File: src/rtl/bus_arbiter_pkg.sv
// Shared definitions for the bus arbiter: state encoding, source indices and
// tenure counter width.
package bus_arbiter_pkg;

  localparam int CNT_W = 8;

  typedef enum logic {
    ST_IDLE = 1'b0,
    ST_OWN  = 1'b1
  } state_e;

  localparam logic [1:0] SRC_CEO  = 2'd0;
  localparam logic [1:0] SRC_YOU  = 2'd1;
  localparam logic [1:0] SRC_FRED = 2'd2;
  localparam logic [1:0] SRC_JILL = 2'd3;

  function automatic logic [1:0] next_idx(input logic [1:0] i);
    return i + 2'd1;
  endfunction

endpackage

File: src/rtl/bus_arbiter_rr_pick4.sv
// Combinational round-robin picker: first set request starting at `start`,
// wrapping through all four positions; an excluded index is skipped entirely.
module rr_pick4
  import bus_arbiter_pkg::*;
(
  input  logic [3:0] req,
  input  logic [1:0] start,
  input  logic       exclude_en,
  input  logic [1:0] exclude,
  output logic       found,
  output logic [1:0] idx
);

  logic [1:0] cand;

  always_comb begin
    found = 1'b0;
    idx   = start;
    cand  = start;
    for (int i = 0; i < 4; i++) begin
      cand = start + 2'(i);
      if (!found && req[cand] && !(exclude_en && (cand == exclude))) begin
        found = 1'b1;
        idx   = cand;
      end
    end
  end

endmodule

File: src/rtl/bus_arbiter.sv
// Round-robin bus arbiter for four sources with bounded tenure; drives the
// downstream selector's sel/enable plus a one-hot grant, all registered.
module bus_arbiter
  import bus_arbiter_pkg::*;
#(
  parameter int HOLD_MAX = 8
) (
  input  logic       clk,
  input  logic       reset,
  input  logic [3:0] req,
  output logic [1:0] sel,
  output logic       enable,
  output logic [3:0] grant
);

  localparam logic [CNT_W-1:0] HOLD_LAST = CNT_W'(HOLD_MAX - 1);

  state_e           state_q, state_d;
  logic [1:0]       sel_q, sel_d;
  logic [1:0]       last_q, last_d;
  logic [CNT_W-1:0] hold_cnt_q, hold_cnt_d;
  logic [3:0]       grant_q, grant_d;

  logic       pick_found;
  logic [1:0] pick_idx;
  logic       rearb;

  // While owning, last_q equals the owner, so starting at last+1 leaves the
  // owner as the final candidate for both the idle pick and the handover.
  rr_pick4 u_pick (
    .req        (req),
    .start      (next_idx(last_q)),
    .exclude_en (1'b0),
    .exclude    (SRC_CEO),
    .found      (pick_found),
    .idx        (pick_idx)
  );

  assign rearb = !req[sel_q] || (hold_cnt_q == HOLD_LAST);

  always_comb begin
    state_d    = state_q;
    sel_d      = sel_q;
    last_d     = last_q;
    hold_cnt_d = hold_cnt_q;
    case (state_q)
      ST_IDLE: begin
        if (pick_found) begin
          state_d    = ST_OWN;
          sel_d      = pick_idx;
          last_d     = pick_idx;
          hold_cnt_d = '0;
        end
      end
      ST_OWN: begin
        if (rearb) begin
          hold_cnt_d = '0;
          if (pick_found) begin
            sel_d  = pick_idx;
            last_d = pick_idx;
          end else begin
            state_d = ST_IDLE;
          end
        end else begin
          hold_cnt_d = hold_cnt_q + 1'b1;
        end
      end
      default: begin
        state_d    = ST_IDLE;
        hold_cnt_d = '0;
      end
    endcase
    grant_d = (state_d == ST_OWN) ? (4'b0001 << sel_d) : 4'b0000;
  end

  always_ff @(posedge clk) begin
    if (reset) begin
      state_q    <= ST_IDLE;
      sel_q      <= SRC_CEO;
      last_q     <= SRC_JILL;
      hold_cnt_q <= '0;
      grant_q    <= 4'b0000;
    end else begin
      state_q    <= state_d;
      sel_q      <= sel_d;
      last_q     <= last_d;
      hold_cnt_q <= hold_cnt_d;
      grant_q    <= grant_d;
    end
  end

  assign sel    = sel_q;
  assign enable = (state_q == ST_OWN);
  assign grant  = grant_q;

endmodule
File: config.mk
export PLATFORM = sky130hd
export DESIGN_NAME = bus_arbiter
export DESIGN_NICKNAME = d
export VERILOG_FILES = /design/src/rtl/bus_arbiter_pkg.sv /design/src/rtl/bus_arbiter_rr_pick4.sv /design/src/rtl/bus_arbiter.sv
export SDC_FILE = /design/constraint.sdc
export NUM_CORES = 1
export LEC_CHECK = 0
export BUFFER_PORTS_ARGS = -buffer_cell sky130_fd_sc_hd__buf_2
export CORE_MARGIN = 5
export CORE_UTILIZATION = 31
export DETAILED_ROUTE_END_ITERATION = 7
export GPL_ROUTABILITY_DRIVEN = 0
export PLACE_DENSITY = 0.57
export SYNTH_ARGS = -nofsm -noshare
export SYNTH_HDL_FRONTEND = slang
export SYNTH_SLANG_ARGS = --single-unit
File: constraint.sdc
create_clock -name clk -period 2.6 [get_ports clk]
set_input_delay 0 -clock clk [delete_from_list [all_inputs] [get_ports clk]]
set_output_delay 0 -clock clk [all_outputs]
set_load 0.005 [all_outputs]
==> summary.txt <==
Worst setup path
  – Setup crit start kind: flip-flop
  – CP Max Fanout: 9
  – Worst setup EP type: flip-flop
  – Worst Path Required: between 2 and 3 ns
  – Critical path type: flip-flop to flip-flop
  – WP data arrival: between 2 and 2.5 ns

Die
  – Die Wd: between 60 and 70 um
  – Site row count: 19
  – # IOs: 13
  – Initial Utilization: 0.330
  – Die Span Y: approximately 65 um
  – Die ar.: approximately 4200 um^2
  – Core footprint: 2830 um^2

Power and ir drop
  – Sw frac: 0.348
  – Comb pwr share: 0.298
  – Clock power frac: 0.207
  – Power Density: slightly below 700 nW/um^2
  – Sw power: roughly 240 uW
  – Flop pwr share: 0.494
  – Leakage: between 0.0004 and 0.0005 uW
  – Power Total: ~680 uW
  – Peak supply drop: 0.166 mV
  – Int Pwr: 446 uW

STA
  – Period utilization: 0.811
  – Max Slew Vio Count: 0
  – Slew @ Worst Pin: slightly below 0.7 ns
  – Fin. Hold Viols: 0
  – Slew HR: 0.545
  – Clock Skew: about 0.013 ns
  – Final setup violation count: 0
  – Minimum clock period: between 2 and 2.5 ns
  – Max Fclk: between 400 and 500 MHz
  – Setup TNS: 0 ns
  – Unrepaired setup endpoints after global routing: false

Clock tree
  – Post_cts resized: 0
  – CTS H-tree lvls: 1
  – Clk_lat worst skew: between 0.2 and 0.3 ns
  – # Post-CTS Setup Buffers: 0
  – Clock sinks: 17
  – Worst-path clk slew: 0.11 ns
  – Clock buffer depth: 2
  – Num CTS Buffers: 3
  – Root buf cell: clkbuf_4
  – CTS tree: yes
  – CTS Hold Bufs: 0

GRT
  – Initial antenna violation count: 0
  – Largest net degree at the start of global routing: 17
  – Via count of the first global-routing pass: between 700 and 800
  – Global-route wire length before repair: 3.48 mm
  – Gr ovfl total: 0
  – Global-route total usage across every layer: 0.104

Logic synthesis
  – Post-synthesis adder-cell area fraction: 0.0134
  – Simple-Gate Fraction of Synth Area: 0.258
  – Post-Synthesis Cells: ~110
  – Post-synth top area share: 0.365
  – Leading area contributor after synthesis: dfxtp_1
  – Ys async rst share: 0
  – Syn Area/Cell: around 8.8 um^2
  – Count leader, synth: dfxtp_1
  – Post-synthesis cell area: ~930 um^2
  – Synth top cells by count: 17 x dfxtp_1, 9 x nor2_1, 8 x nand3_1
  – Top post-synthesis cells by area: dfxtp_1 37%, nand3_1 4.3%, nor2_1 3.6%, o22ai_1 3.4%, o211ai_1 3.2%
  – Largest family of logic cells by synthesized area: simple AND/OR/NAND/NOR gates
  – Number of synthesized flops with an enable pin: 0
  – Compound-cell area share of the yosys netlist: 0.239
  – Post-synthesis sequential area ratio: 0.365
  – Multiplexer share of the synthesized area: 0.0376
  – Yosys Warn Count: 0
  – Post-synthesis xor/xnor area fraction: 0.0282
  – Top_reg_cell synth: dfxtp_1
  – Unique masters post-synth: 41
  – Mapped Nets: around 110
  – Synthesized flop and latch total: 17

Min path
  – Worst min-delay path class: input pin to flip-flop

Finish
  – Final Non-Filler Cells: 147
  – Final core occ: 0.360
  – Number of nets in the layout: 124
  – Area grow syn2layout: 9.26%
  – Footprint of the multi-input gates: 537 um^2
  – Fill cell count: roughly 300
  – Register Area: 340 um^2
  – Layout cells sized above 1: 0.172
  – ANT cells: 0

Routing
  – Iteration-0 DRC Markers: 32
  – Pre-antenna DRT Iters: 4
  – Wire per inst: roughly 14 um
  – Antenna-violating nets left: 0
  – Drt total wl: 2.04 mm
  – Via count: about 850
  – DR DRC count: 0
  – Via/cell ratio: approximately 5.8

Place
  – Port bufs: 12
  – Post-DP HPWL: about 1.5 mm
  – Placed Cells: between 100 and 150

Run
  – Max-capacitance violation count: 0

Outcome
  – Status: finished clean
[flip-flops by register name, summed over array words and instances, names as in the netlist]
register,cells
hold_cnt_q,8
grant,4
last_q,2
sel,2
enable,1
[cells in the final DEF (no fill, tap or decap), drive strengths merged, types with 2 or more instances in the layout]
cell type  netlist  layout
a211oi           2       2
a21o             2       2
a21oi            2       2
a311oi           3       3
a41oi            3       3
and3             5       5
buf              4      12
clkbuf           2       3
dfxtp           17      17
inv              4       4
mux2i            2       2
nand2            5       5
nand3            8       8
nand3b           2       2
nor2             9       9
nor3             2       2
o211ai           4       4
o21ai            4       4
o22ai            5       5
or4              3       3
xnor2            2       2
[routing by layer]
layer | vias to the layer above | global-route usage | part of all wire
met5 | - | 0 | 0
li1 | 429 | - | -
met2 | 17 | 0.167 | 0.47
met1 | 399 | 0.130 | 0.47
met3 | 4 | 0.0259 | 0.037
met4 | 0 | 0.0501 | 0.020
[power groups by stage]
stage                     Combinational, uW  Sequential, uW  Clock [uW]
final                                   204             338         142
after floorplan                         176             325           0
after detailed placement                202             346           0
after CTS                               204             340         146
after global placement                  200             343           0
after global routing                    227             346         162
[worst paths after layout]
check	start	endpoint	slack, ns	cells past startpoint
max reg2reg	hold_cnt_q[0]	grant[0]	0.49	6
min	reset	hold_cnt_q[0]	0.02	2
min reg2reg	hold_cnt_q[7]	hold_cnt_q[7]	0.52	1
max	hold_cnt_q[0]	grant[0]	0.49	6
[critical path, cell delays in order (launching register included)]
cell       delay [ns]
dfxtp_1          0.40
ha_1             0.21
nor4bb_1         0.30
a2bb2oi_1        0.15
a31oi_1          0.54
nand3_1          0.20
o22ai_1          0.22
[area by class of cell]
type,instances,share of cell area
sequential,17,0.334
inverter,4,0.0147
clock inverter,1,0.00491
multi-input combinational,79,0.527
timing repair buffer,12,0.0590
clock buffer,3,0.0221
tap,31,0.0381
[through the flow]
step / setup WS [ns] / hold WS [ns] / area (um^2)
3_5_place_dp: 0.537 / 0.325 / 991
5_1_grt: 0.256 / 0.0297 / 1020
6_report: 0.493 / 0.0184 / 1020
4_1_cts: 0.482 / 0.0127 / 1020
2_1_floorplan: 0.660 / 0.214 / 932
3_3_place_gp: 0.592 / 0.318 / 991
[cell families after synthesis]
group                    count (synthesis)
flip-flops                              17
AO/OA/AOI/OAI                           31
multiplexers                             3
buffers and inverters                   10
adder cells (fa/ha/maj)                  1
AND/OR/NAND/NOR                         41
XOR/XNOR                                 3
Power figures use the tool's default switching activity.
